**config.mk**
```make
export PLATFORM = sky130hd
export DESIGN_NAME = pixel_frame_scanner
export DESIGN_NICKNAME = d
export VERILOG_FILES = /design/src/rtl/pixel_frame_scanner.sv
export SDC_FILE = /design/constraint.sdc
export NUM_CORES = 1
export LEC_CHECK = 0
export BUFFER_PORTS_ARGS = -buffer_cell sky130_fd_sc_hd__buf_2
export CORE_UTILIZATION = 50
export CTS_BUF_LIST = sky130_fd_sc_hd__clkbuf_2
export CTS_CLUSTER_SIZE = 10
export DETAILED_ROUTE_END_ITERATION = 10
export HOLD_SLACK_MARGIN = 0.03
export PLACE_DENSITY = 0.85
export SETUP_SLACK_MARGIN = 0.1
export SLEW_MARGIN = 20
export SYNTH_ARGS = -nofsm -noshare
export SYNTH_HDL_FRONTEND = slang
export SYNTH_SLANG_ARGS = --single-unit
```
**constraint.sdc**
```tcl
create_clock -name clk -period 2.55 [get_ports clk]
set_input_delay 0.1275 -clock clk [delete_from_list [all_inputs] [get_ports clk]]
set_output_delay 0.1275 -clock clk [all_outputs]
set_load 0.1 [all_outputs]
```
**src/rtl/pixel_frame_scanner.sv**
```systemverilog
// pixel_frame_scanner: raster-scan reader for a 2-bit pixel frame store.
// Walks (x, y) in row-major order, drives the store's combinational address,
// registers the returned pixel and presents it on a valid/ready stream with
// start-of-frame and end-of-line markers.
//
// Stream handshake: pix_data, pix_sof and pix_eol are meaningful only while
// pix_valid=1. A beat transfers on a rising edge where pix_valid & pix_ready.
// Once raised, pix_valid stays high and the payload holds until that transfer.
// The output register reloads only when it is empty or being emptied, so
// backpressure never drops or repeats a pixel.
module pixel_frame_scanner #(
    parameter int frame_width  = 640,
    parameter int frame_height = 480
) (
    input  logic        clk,
    input  logic        rst_n,
    input  logic        start,
    output logic [31:0] mem_x,
    output logic [31:0] mem_y,
    input  logic [1:0]  mem_pix,
    output logic [1:0]  pix_data,
    output logic        pix_valid,
    input  logic        pix_ready,
    output logic        pix_sof,
    output logic        pix_eol,
    output logic        busy,
    output logic        frame_done
);

    localparam int XW = (frame_width  > 1) ? $clog2(frame_width)  : 1;
    localparam int YW = (frame_height > 1) ? $clog2(frame_height) : 1;

    typedef enum logic [1:0] {
        IDLE  = 2'd0,
        RUN   = 2'd1,
        DRAIN = 2'd2
    } state_t;

    // Internal state register, kept as a plain named signal for observation.
    state_t        state;
    logic [XW-1:0] x;
    logic [YW-1:0] y;
    logic          load;
    logic          x_last;
    logic          y_last;

    // Output register may take a new pixel when empty or being drained.
    assign load   = !pix_valid || pix_ready;
    assign x_last = (x == XW'(frame_width - 1));
    assign y_last = (y == YW'(frame_height - 1));

    // Addresses are the counter registers themselves, zero-extended.
    assign mem_x = 32'(x);
    assign mem_y = 32'(y);

    // Scan FSM: counters, captured pixel, markers and status, all registered.
    always_ff @(posedge clk or negedge rst_n) begin
        if (!rst_n) begin
            state      <= IDLE;
            x          <= '0;
            y          <= '0;
            pix_data   <= '0;
            pix_valid  <= 1'b0;
            pix_sof    <= 1'b0;
            pix_eol    <= 1'b0;
            busy       <= 1'b0;
            frame_done <= 1'b0;
        end else begin
            frame_done <= 1'b0;
            case (state)
                IDLE: begin
                    if (start) begin
                        state <= RUN;
                        x     <= '0;
                        y     <= '0;
                        busy  <= 1'b1;
                    end
                end
                RUN: begin
                    if (load) begin
                        pix_data  <= mem_pix;
                        pix_valid <= 1'b1;
                        pix_sof   <= (x == '0) && (y == '0);
                        pix_eol   <= x_last;
                        // Final coordinate: hold the counters and wait for the
                        // last beat to leave the output register.
                        if (x_last && y_last) begin
                            state <= DRAIN;
                        end else if (x_last) begin
                            x <= '0;
                            y <= y + YW'(1);
                        end else begin
                            x <= x + XW'(1);
                        end
                    end
                end
                DRAIN: begin
                    if (pix_valid && pix_ready) begin
                        pix_valid  <= 1'b0;
                        pix_sof    <= 1'b0;
                        pix_eol    <= 1'b0;
                        frame_done <= 1'b1;
                        busy       <= 1'b0;
                        x          <= '0;
                        y          <= '0;
                        state      <= IDLE;
                    end
                end
                default: begin
                    state <= IDLE;
                end
            endcase
        end
    end

endmodule

```
# --- After elaboration in Yosys (flattened, before gate mapping) ---
# Cells that the tools add are included.
totals:
  regBits: 28
  input_bits: 6
  output_inout_bits: 71
  word_cells: 66
op_classes:
  n_addsub: 2
  n_eq_ne: 10
  n_mux: 28
  reduce_logical: 17
ops:
  columns: ["operator", "count"]
  rows:
  - ["two-way mux 10 bit", 5]
  - ["two-way mux 9 bit", 5]
  - ["one-hot mux 10 bit (3 select lines)", 1]
  - ["one-hot mux 9 bit (3 select lines)", 1]
  - ["!= test 2 bit, second input constant", 6]
  - ["adder 10 x 1 -> 10 bit, second input constant", 1]
  - ["== test 10 bit, second input constant", 1]
  - ["logical NOT 10 bit", 1]
  - ["adder 9 x 1 -> 9 bit, second input constant", 1]
  - ["== test 9 bit, second input constant", 1]
  - ["logical NOT 9 bit", 1]
  - ["two-way mux 2 bit", 4]
  - ["one-hot mux 1 bit (2 select lines)", 4]
  - ["two-way mux 1 bit", 7]
  - ["one-hot mux 2 bit (3 select lines)", 1]
  - ["AND reduction 3 bit", 2]
  - ["AND reduction 6 bit", 1]
  - ["AND reduction 5 bit", 1]
  - ["AND reduction 4 bit", 1]
  - ["nonzero test 2 bit", 2]
  - ["logical AND 1 bit", 3]
  - ["nonzero test 3 bit", 1]
  - ["== test 2 x 1 -> 1 bit, second input constant", 1]
  - ["== test 2 bit, second input constant", 1]
  - ["4 further kinds", 4]

# --- Logic depth before layout (Yosys ltp) ---
# Gate-level depths: netlist (run 1).
logic_depth:
  word_depth: 5
  ltp_mapped: 7
  depth_no_buf: 6

# --- Worst setup path after synthesis (run 1) ---
# OpenSTA, ideal clock, no wires.
synth_timing:
  path_type: "register to register"
  from: "register x[0]"
  to: "register y[8]"
  setup_time_ns: 0.164
  arrival_ns: 2.545
  required_ns: 2.386
  slack_ns: -0.159
  stages_incl_launch_ff: 8
  path_buffers: 1
  synth_period_minus_slack_ns: 2.709
  path_cell_list: "dfrtp_1 > ha_1 > nand3_1 > or3_1 > buf_6 > o31a_1 > o21ai_1 > o41ai_1"
synth_between:
  elab_chain_len: 4
  word_cells_on_any_way: 5
  cone_classes: "eq/ne: 3; reduce/logical: 2"
synth_rtl:
  columns: ["element", "line", "rtl"]
  rows:
  - ["from (decl)", "41", "logic [XW-1:0] x;"]
  - ["from (signal assigned)", "93", "x <= x + XW'(1);"]
  - ["== test 10 bit (*)", "49", "assign x_last = (x == XW'(frame_width - 1));"]
  - ["logical AND 1 bit", "87", "if (x_last && y_last) begin"]
  - ["!= test 2 bit (no source line)", null, null]
  - ["AND reduction 6 bit (no source line) (*)", null, null]
  - ["to (signal assigned)", "91", "y <= y + YW'(1);"]
  - ["to (decl)", "42", "logic [YW-1:0] y;"]
# Every way passes the cells marked *; elsewhere a longest branch is shown, timed or not.
# A chain may end at the register's enable or synchronous reset.

# --- Worst setup path after layout (run 1) ---
layout_timing:
  from: "register x[0]"
  to: "register x[9]"
layout_between:
  elab_chain_len: 5
  word_cells_on_any_way: 9
  cone_classes: "add/sub: 1; eq/ne: 2; mux: 4; reduce/logical: 2"
layout_rtl:
  columns: ["element", "line", "rtl"]
  rows:
  - ["adder 10 x 1 -> 10 bit / == test 10 bit (equally long branches)", "93, 49", null]
  - ["two-way mux 10 bit", "89", "end else if (x_last) begin"]
  - ["two-way mux 10 bit", "87", null]
  - ["two-way mux 10 bit", "80", "if (load) begin"]
  - ["one-hot mux 10 bit (3 select lines)", "70", "case (state)"]
# Several ways; a longest one is shown, not always the timed one. The select of a mux whose other input is x is not followed.

==> impl_metrics.csv, run 1 <==
group,metric,value,unit
outcome,status,"completed",
timing,finalCriticalPeriod,2160,ps
global_routing,gr-usage-all-layers,20.2,%
timing,rsz0062_at_grt,"false",
clock_tree,cts_tree,"yes",
global_routing,grt_pass1_vias,1342,
timing,slew_violations,0,
timing,finalHoldViolCount,0,
yosys,synthTopCellsByArea,"dfrtp_1 (37%), buf_4 (18%), o21ai_0 (5.9%)",
worst_setup_path,cp.arrival,2490,ps
placed_design,port-buffer-count,31,
clock_tree,h-tree-depth,1,
worst_setup_path,worstPathCellList,"ha_1 -> nand3_1 -> or3_1 -> nand3_1 -> or4_1 -> nand3_1",
yosys,ys_warn_count,0,
timing,fmax,463,MHz
detailed_routing,vias_per_cell,5.19,
yosys,yosys.area.top_type,"dfrtp_1",
floorplan,die-width,63.3,µm
timing,tns,0,ps
yosys,synthCells,218,
clock_tree,cts_resized,0,
timing,max_slew_margin,59.6,%
floorplan,ioPinCount,77,
timing,holdWs,98.0,ps
timing,worstMarginPinSlew,607,ps
clock_tree,post-cts-setup-buffer-count,0,
floorplan,initial_core_util,54.2,%
worst_setup_path,cp-end-kind,"flip-flop",
global_routing,grt_first_pass_wirelength,6410,µm
timing,setup_viol,0,
global_routing,overflow,0,
detailed_routing,wl_per_cell,12.2,µm
yosys,syn_avg_cell_area,8.63,µm²
yosys,yosysUniqueCellTypes,41,
clock_tree,cts.clk_slew.worst_paths,250,ps
clock_tree,cts-hold-fix-buffers,4,
clock_tree,cts_sinks,28,
pwr,total_leakage_power,0.968,nW
floorplan,die-area,4010,µm²
placed_design,dp_hpwl,2810,µm
placed_design,place_worst_setup_slack,435,ps
worst_setup_path,path_common_cell,"nand3_1",
global_routing,antenna_found_initial,0,
timing,period_share,84.7,%
clock_tree,cts_buffer_depth,2,
yosys,syn_area,1880,µm²
worst_setup_path,worstSetupStartpointType,"flip-flop",
placed_design,gp_congestion,0.873,
clock_tree,cts_buffers,3,
flow_run,maxCapViolCount,0,
worst_setup_path,path_max_fanout,6,
clock_tree,clk_latency,370,ps
pwr,vdd_drop_max,619,µV
worst_setup_path,cp_slowest_cell,"or4_1",
global_routing,grt_max_degree,29,
worst_setup_path,reg2regPathDepth,6,
worst_hold_path,hold_depth,3,
worst_setup_path,crit_required,2880,ps
clock_tree,clockRootBuffer,"clkbuf_2",
floorplan,die_h,63.3,µm
detailed_routing,ant_nets,0,
timing,fin_skew,23.9,ps
worst_setup_path,worstSetupPathType,"flip-flop to flip-flop",
detailed_routing,num_vias,1563,
final_layout,syn2layout_area_growth,5.52,%
final_layout,diodes,0,
worst_hold_path,min_path_type,"input port to flip-flop",
detailed_routing,drcViolationCount,0,
final_layout,nets,266,
pwr,pwr_density_cell,771,nW/µm²
floorplan,rows,21,
detailed_routing,routed_wl,3670,µm
detailed_routing,drt_iter0_drc,75,
floorplan,core-area,3470,µm²
yosys,synth_seq_area_share,37.3,%
yosys,ys_ff_latch,28,
timing,timing.final.ws_setup,391,ps
final_layout,drive_gt1_share,20.0,%
detailed_routing,dr.pass1.iters,4,
worst_setup_path,max_stage_delay,550,ps
yosys,yosys.area.top_type_share,37.3,%
power breakdown:
part           switching (W)  total [W]  internal [W]
combinational       0.000718   0.000802     0.0000842
clock               0.000124   0.000158     0.0000340
sequential         0.0000728   0.000570      0.000497
cells in the mapped netlist (all sizes together):
cell     instances
buf             46
dfrtp           28
o21ai           26
nand2           23
nand3           16
nor2            16
inv              7
o31ai            7
and3             4
ha               4
nand4            4
a21oi            3
nand2b           3
nor4             3
a31oi            2
a41oi            2
clkbuf           2
nor2b            2
nor3             2
o211ai           2
o41ai            2
or3              2
or3b             2
a21bo            1
and3b            1
and4             1
and4b            1
conb             1
nand4b           1
o21bai           1
o2bb2ai          1
o31a             1
or4              1
flip-flops by register name, indices dropped and copies added (netlist names):
| signal | count |
|---|---|
| state | 2 |
| y | 9 |
| busy | 1 |
| pix_valid | 1 |
| x | 10 |
| pix_data | 2 |
| pix_sof | 1 |
| pix_eol | 1 |
| frame_done | 1 |
cell usage in the layout (no fill, tap or decap), types with 4 or more instances in the layout:
master and count:
dfrtp_1 20, inv_1 7, o21ai_0 22, and3_1 4
nand4_1 4, nand2_1 23, nand3_1 16, conb_1 45
dlygate4sd3_1 4, nor2_1 16, buf_2 31, o31ai_1 6
ha_1 4, dfrtp_2 8
per-stage QoR:
stage	power, W	area (µm²)	instances	utilization [%]
after detailed placement	0.00138	1930	293	55.5
after CTS	0.00155	1980	301	57.2
final	0.00153	1980	301	57.2
after floorplan	0.00133	2060	262	-
after global placement	0.00137	1930	293	55.5
after global routing	0.00160	1980	301	57.2
area by class of cell:
type / count / area [µm²]
Fill cell: 347 / 1480
Multi-Input combinational cell: 179 / 961
Sequential cell: 28 / 711
Timing Repair Buffer: 37 / 210
Tap cell: 46 / 57.6
Inverter: 7 / 26.3
Clock buffer: 3 / 15.0
Clock inverter: 1 / 3.75
worst max-delay path, delay by kind of cell, from the launching register on:
kind                       cells  cell delay (ps)
DFF                            1              500
adders and majority gates      1              240
and+or+nand+nor                5             1370
logic make-up (layout without fill, tap and decap cells):
logic type	after synthesis	in the layout	synth area share [%]
fa+ha+maj	4	4	2.66
simple gates	82	82	22.0
flops	28	28	37.3
compound gates	48	48	17.5
other cells	1	45	0.199
buf+inv	55	48	20.4
path summary, 6_finish.rpt:
path	from	end	slack, ps
worst max register to register	x[0]	x[9]	390
worst max-delay path	x[0]	x[9]	390
max in group asynchronous	rst_n	x[1]	1850
worst min register to register	pix_data[0]	pix_data[0]	500
min in group asynchronous	rst_n	busy	250
worst min-delay path	start	state[0]	100
routing by layer:
layer / vias up / routed length, µm / GRT usage [%]
met5: - / 0 / 0
met4: 0 / 47 / 7.39
met3: 5 / 211 / 2.72
met1: 737 / 1690 / 28.9
met2: 64 / 1720 / 31.0
li1: 757 / - / -
Power figures use the tool's default switching activity.
==> run 2, diff against run 1 <==
--- a/config.mk
+++ b/config.mk
@@ -6,12 +6,12 @@
 export NUM_CORES = 1
 export LEC_CHECK = 0
 export BUFFER_PORTS_ARGS = -buffer_cell sky130_fd_sc_hd__buf_2
-export CORE_UTILIZATION = 50
+export CORE_UTILIZATION = 45
 export CTS_BUF_LIST = sky130_fd_sc_hd__clkbuf_2
 export CTS_CLUSTER_SIZE = 10
 export DETAILED_ROUTE_END_ITERATION = 10
 export HOLD_SLACK_MARGIN = 0.03
-export PLACE_DENSITY = 0.85
+export PLACE_DENSITY = 0.8
 export SETUP_SLACK_MARGIN = 0.1
 export SLEW_MARGIN = 20
 export SYNTH_ARGS = -nofsm -noshare
==> constraint.sdc (replaced) <==
create_clock -name clk -period 1.8 [get_ports clk]
set_input_delay 0.09 -clock clk [delete_from_list [all_inputs] [get_ports clk]]
set_output_delay 0.09 -clock clk [all_outputs]
set_load 0.1 [all_outputs]
==> run 2 against run 1 <==
  * The run now ends with setup timing left
  * Die area increased by 11%
  * Register-to-register slack got worse by 620 ps
  * Core utilization increased by 5.6 points
  * Hold slack improved by 110 ps
  * Worst setup slack got worse by 620 ps
  * Cell area increased by 27%
  * Via count increased by 15%
  * Wire length increased by 33%
  * First-iteration DRC count increased by 92%
  * Global-route usage increased by 1.6 points
  * Critical path type unchanged
  * Highest routed layer unchanged
==> impl_metrics.csv, run 2 (synthesis results as in run 1) <==
group,metric,value,unit
detailed_routing,dr.pass1.iters,4,
worst_setup_path,crit_required,2090,ps
clock_tree,clk_latency,390,ps
final_layout,largest_register_ffs,10,
floorplan,rows,23,
detailed_routing,wl_per_cell,14.1,µm
timing,worstMarginPinSlew,658,ps
detailed_routing,ant_nets,0,
timing,setup_viol,21,
timing,finalCriticalPeriod,2030,ps
global_routing,antenna_found_initial,0,
worst_setup_path,reg2regPathDepth,8,
clock_tree,clockRootBuffer,"clkbuf_2",
final_layout,drive_gt1_share,42.0,%
outcome,status,"finished with violations",
worst_setup_path,worstSetupStartpointType,"flip-flop",
worst_setup_path,critPathLaunch,"x[8]",
worst_setup_path,max_stage_delay,530,ps
worst_setup_path,path_common_cell,"buf_6",
global_routing,gr-usage-all-layers,21.8,%
final_layout,final_cell_mix,"conb_1 (45), buf_4 (34), buf_2 (31)",
placed_design,gp_congestion,0.833,
pwr,power,0.00236,W
final_layout,reg_top3,"x (10), y (9)",
worst_setup_path,r2r-end,"x[7]",
global_routing,met1_usage,28.1,%
final_layout,regMostFlops,"x",
global_routing,grt_first_pass_wirelength,7250,µm
worst_setup_path,cp.arrival,2330,ps
placed_design,dp.cells,328,
clock_tree,cts_tree,"yes",
pwr,pwr_density_cell,940,nW/µm²
worst_setup_path,path_delay_family,"compound AO/OA/AOI/OAI gates",
clock_tree,cts.clk_slew.worst_paths,280,ps
timing,period_share,113,%
timing,fin_skew,17.5,ps
detailed_routing,vias_per_cell,5.20,
pwr,total_leakage_power,1.19,nW
final_layout,syn2layout_area_growth,33.7,%
worst_setup_path,worstPathCellList,"or3b_4 -> buf_6 -> o31ai_4 -> buf_4 -> buf_6 -> a31oi_4 -> o21ai_1 -> o31ai_1",
floorplan,die_h,66.6,µm
timing,slew_violations,0,
outcome,violations,"setup timing",
placed_design,port-buffer-count,31,
global_routing,overflow,0,
worst_setup_path,r2r_start,"x[8]",
global_routing,grt_pass1_vias,1571,
worst_setup_path,cp_slowest_cell,"dfrtp_4",
detailed_routing,num_vias,1795,
floorplan,core-area,4000,µm²
worst_setup_path,critPathBufInv,3,
final_layout,diodes,0,
global_routing,grt_busiest_layer,"met2",
pwr,vdd_drop_max,852,µV
worst_setup_path,worstSetupPathType,"flip-flop to flip-flop",
final_layout,final_common_cell,"conb_1",
global_routing,gr-usage-met2,35.5,%
global_routing,grt_max_degree,29,
clock_tree,h-tree-depth,1,
timing,finalHoldViolCount,0,
timing,max_slew_margin,56.1,%
clock_tree,cts_sinks,28,
timing,rsz0062_at_grt,"true",
worst_setup_path,r2r_setup_slack,-230,ps
floorplan,ioPinCount,77,
floorplan,die-width,66.6,µm
clock_tree,cts_buffer_depth,2,
worst_hold_path,min_path_type,"input port to asynchronous set/reset pin",
placed_design,dp_hpwl,3240,µm
global_routing,gr-usage-met3,3.42,%
floorplan,die-area,4440,µm²
worst_setup_path,worst-path-stages,8,
final_layout,stdcell_count,345,
timing,fmax,492,MHz
timing,timing.final.ws_setup,-233,ps
clock_tree,cts_buffers,3,
detailed_routing,routed_wl,4880,µm
detailed_routing,drcViolationCount,0,
worst_setup_path,cp-end-kind,"flip-flop",
worst_setup_path,endpoint,"x[7]",
worst_setup_path,path_max_fanout,4,
final_layout,nets,306,
floorplan,initial_core_util,47.0,%
flow_run,maxCapViolCount,0,
detailed_routing,drt_iter0_drc,144,
## run 2: through the flow
stage                     util [%]  cell area, µm²  hold WS [ps]  setup TNS (ps)  setup WS (ps)
after global routing          62.8            2510           233           -3170           -272
after CTS                     59.8            2390          51.0            -814          -98.3
final                         62.8            2510           211           -2080           -233
after detailed placement      55.7            2230           154           -1970           -178
after global placement        55.7            2230           148           -1010          -97.8
after floorplan                  -            2130          -206           -3500           -339
## run 2: routing by layer
layer | wire length, µm | up-vias
li1 | - | 840
met2 | 2320 | 98
met1 | 2090 | 844
met4 | 119 | 0
met5 | 0 | -
met3 | 344 | 13
## run 2: cell type report
type	count	area, µm²
multi-input combinational	180	1130
clock buffer	3	15.0
timing repair buffer	76	528
fill	346	1490
tap	50	62.6
clock inverter	1	3.75
inverter	7	26.3
sequential	28	748
## run 2: worst min-delay path by stage
stage                     start  depth (start not counted)  slack, ps         to
after floorplan           rst_n                          0       -210       busy
after global placement    rst_n                          1        150    pix_eol
after detailed placement  rst_n                          1        150    pix_eol
after CTS                 start                          3         50   state[0]
after global routing      rst_n                          2        230  pix_valid
final                     rst_n                          2        210       x[1]
## run 2: where the power goes
part           switching [W]  leakage, nW  internal [W]
Clock               0.000196       0.0140     0.0000482
Combinational        0.00114        0.843      0.000218
Sequential         0.0000484        0.331      0.000715
## run 2: worst register-to-register path, cell delays in order, from the launching register on
cell,delay (ps)
dfrtp_4,530
or3b_4,420
buf_6,140
o31ai_4,290
buf_4,190
buf_6,100
a31oi_4,30
o21ai_1,160
o31ai_1,100
## run 2: what timing repair did
item / CTS / global route
pin swaps: 6 / 11
endpoints found under the setup margin: 23 / 23
hold endpoints to repair: 31 / 1
cloned: 1 / 0
hold buffers: 4 / 1
gates resized for setup: 20 / 20
setup buffers: 5 / 2
==> run 3, diff against run 2 <==
--- a/config.mk
+++ b/config.mk
@@ -6,12 +6,12 @@
 export NUM_CORES = 1
 export LEC_CHECK = 0
 export BUFFER_PORTS_ARGS = -buffer_cell sky130_fd_sc_hd__buf_2
-export CORE_UTILIZATION = 45
+export CORE_UTILIZATION = 50
 export CTS_BUF_LIST = sky130_fd_sc_hd__clkbuf_2
 export CTS_CLUSTER_SIZE = 10
 export DETAILED_ROUTE_END_ITERATION = 10
 export HOLD_SLACK_MARGIN = 0.03
-export PLACE_DENSITY = 0.8
+export PLACE_DENSITY = 0.85
 export SETUP_SLACK_MARGIN = 0.1
 export SLEW_MARGIN = 20
 export SYNTH_ARGS = -nofsm -noshare
==> constraint.sdc (replaced) <==
create_clock -name clk -period 2.1 [get_ports clk]
set_input_delay 0.105 -clock clk [delete_from_list [all_inputs] [get_ports clk]]
set_output_delay 0.105 -clock clk [all_outputs]
set_load 0.1 [all_outputs]
==> run 3 against run 2 <==
  * The flow now finishes without violations
  * Sequential share of layout area is 4.1 points higher
  * Critical path depth shrank 3
  * Sequential cell count unchanged
  * Total power is 13% lower
  * Non-clock buffer count decreased by 26
  * Global-route usage rose by 0.72 points
  * Die area down 9.7%
  * Count of clock-buffer cells in the layout unchanged
  * Core utilization grew 1.0 points
  * Clock power is 37% higher
  * Cell area is 12% lower
  * Combinational power shrank 27%
  * Highest routed layer unchanged
==> impl_metrics.csv, run 3 (synthesis results as in run 1) <==
group,metric,value,unit
final_layout,syn2layout_area_growth,17.8,%
pwr,total_leakage_power,1.05,nW
timing,slew_violations,0,
pwr,pwr_density_cell,926,nW/µm²
outcome,status,"completed",
clock_tree,clockRootBuffer,"clkbuf_2",
global_routing,gr-usage-all-layers,22.5,%
detailed_routing,dr.pass1.iters,4,
placed_design,port-buffer-count,31,
final_layout,drive_gt1_share,32.8,%
worst_hold_path,min_path_type,"input port to flip-flop",
global_routing,antenna_found_initial,0,
final_layout,regMostFlops,"x",
worst_setup_path,cp_slowest_cell,"dfrtp_4",
final_layout,final_cell_mix,"conb_1 (45), buf_2 (31), nand2_1 (23)",
final_layout,stdcell_count,314,
flow_run,maxCapViolCount,0,
worst_setup_path,crit_required,2420,ps
detailed_routing,routed_wl,4380,µm
final_layout,reg_top3,"x (10), y (9)",
global_routing,overflow,0,
timing,period_share,94.4,%
worst_setup_path,worstSetupStartpointType,"flip-flop",
placed_design,gp_congestion,0.849,
floorplan,ioPinCount,77,
final_layout,nets,279,
worst_setup_path,cp-end-kind,"flip-flop",
global_routing,grt_max_degree,29,
final_layout,multi_input_area,1030,µm²
timing,setup_viol,0,
timing,rsz0062_at_grt,"true",
clock_tree,cts_sinks,28,
detailed_routing,ant_nets,0,
global_routing,grt_pass1_vias,1489,
floorplan,die-width,63.3,µm
final_layout,final_common_cell,"conb_1",
pwr,pwr-share-seq,35.0,%
worst_setup_path,max_stage_delay,540,ps
floorplan,core-area,3470,µm²
clock_tree,cts_buffers,3,
worst_setup_path,worstPathCellList,"or3b_4 -> or3_4 -> o31a_1 -> o21ai_2 -> o41ai_2",
placed_design,place_area,2030,µm²
detailed_routing,drt_iter0_drc,106,
timing,worstMarginPinSlew,624,ps
clock_tree,cts_buffer_depth,2,
final_layout,diodes,0,
timing,finalCriticalPeriod,1980,ps
floorplan,initial_core_util,54.2,%
detailed_routing,vias_per_cell,5.25,
final_layout,seq_area,749,µm²
detailed_routing,drcViolationCount,0,
timing,max_slew_margin,58.4,%
worst_setup_path,path_max_fanout,5,
timing,fin_skew,31.2,ps
worst_setup_path,cp.arrival,2310,ps
global_routing,grt_first_pass_wirelength,7130,µm
pwr,pwr-share-clk,16.3,%
timing,finalHoldViolCount,0,
placed_design,dp.cells,299,
floorplan,die-area,4010,µm²
clock_tree,cts_tree,"yes",
worst_setup_path,worstSetupPathType,"flip-flop to flip-flop",
timing,fmax,504,MHz
detailed_routing,num_vias,1649,
pwr,vdd_drop_max,939,µV
placed_design,dp_hpwl,3060,µm
final_layout,largest_register_ffs,10,
final_layout,fill_cells,317,
clock_tree,cts.clk_slew.worst_paths,290,ps
floorplan,rows,21,
pwr,pwr-share-comb,48.7,%
clock_tree,h-tree-depth,1,
pwr,p_switching,0.00116,W
clock_tree,clk_latency,390,ps
detailed_routing,wl_per_cell,14.0,µm
floorplan,die_h,63.3,µm
pwr,internal_power,0.000895,W
final_layout,fin_util,63.9,%
pwr,swShare,56.4,%
final_layout,fin_area,2210,µm²
[run 3: changes by cell type in the layout (fill, tap and decap cells not counted), sizes merged]
cell         change
dlygate4sd3      -1
clkinv           -1
buf             -25
o21ai            -1
bufinv           +1
[run 3: layer usage]
metal | global-route usage [%] | wire length, µm
met4 | 10.2 | 178
met2 | 37.1 | 2160
met5 | 0 | 0
met1 | 29.5 | 1790
met3 | 2.54 | 253
[run 3: critical path, delay by kind of cell (launching register included)]
family / cells / cell delay (ps)
simple gates: 2 / 820
compound gates: 3 / 540
flops: 1 / 540
[run 3: final cells by class]
type,count,area share (%)
Inverter,7,1.19
Multi-Input combinational cell,179,46.4
Sequential cell,28,33.8
Timing Repair Buffer,50,13.9
Clock inverter,1,1.36
Tap cell,46,2.60
Clock buffer,3,0.678
[run 3: timing repair]
item,4_1_cts,5_1_grt
pin swaps,0,4
hold buffers,4,0
buffers inserted,2,5
gates resized for setup,2,8
hold endpoints to repair,31,0
endpoints found under the setup margin,9,17
[run 3: worst paths after layout]
path / depth (start not counted) / slack, ps / start / to
setup / recovery: 5 / 120 / x[8] / y[8]
hold / removal: 3 / 60 / start / state[0]
setup reg to reg: 5 / 120 / x[8] / y[8]
hold reg to reg: 2 / 510 / pix_data[0] / pix_data[0]
max in group asynchronous: 2 / 1410 / rst_n / pix_valid
min in group asynchronous: 2 / 200 / rst_n / pix_eol
[run 3: power groups by stage]
| stage | registers, W | clock network (W) | logic [W] |
|---|---|---|---|
| finish | 0.000718 | 0.000334 | 0.000999 |
| global route | 0.000733 | 0.000359 | 0.00104 |
| CTS | 0.000717 | 0.000334 | 0.000995 |
| detailed placement | 0.000728 | 0 | 0.000986 |
| global placement | 0.000722 | 0 | 0.000978 |
| floorplan | 0.00111 | 0 | 0.000554 |
[run 3: per-stage QoR]
step	setup slack [ps]	TNS (ps)	hold WS (ps)	power [W]
2_1_floorplan	-38.9	-38.9	-191	0.00166
3_3_place_gp	155	0	159	0.00170
3_5_place_dp	55.8	0	156	0.00171
4_1_cts	111	0	60.1	0.00205
5_1_grt	69.0	0	32.7	0.00213
6_report	117	0	55.4	0.00205
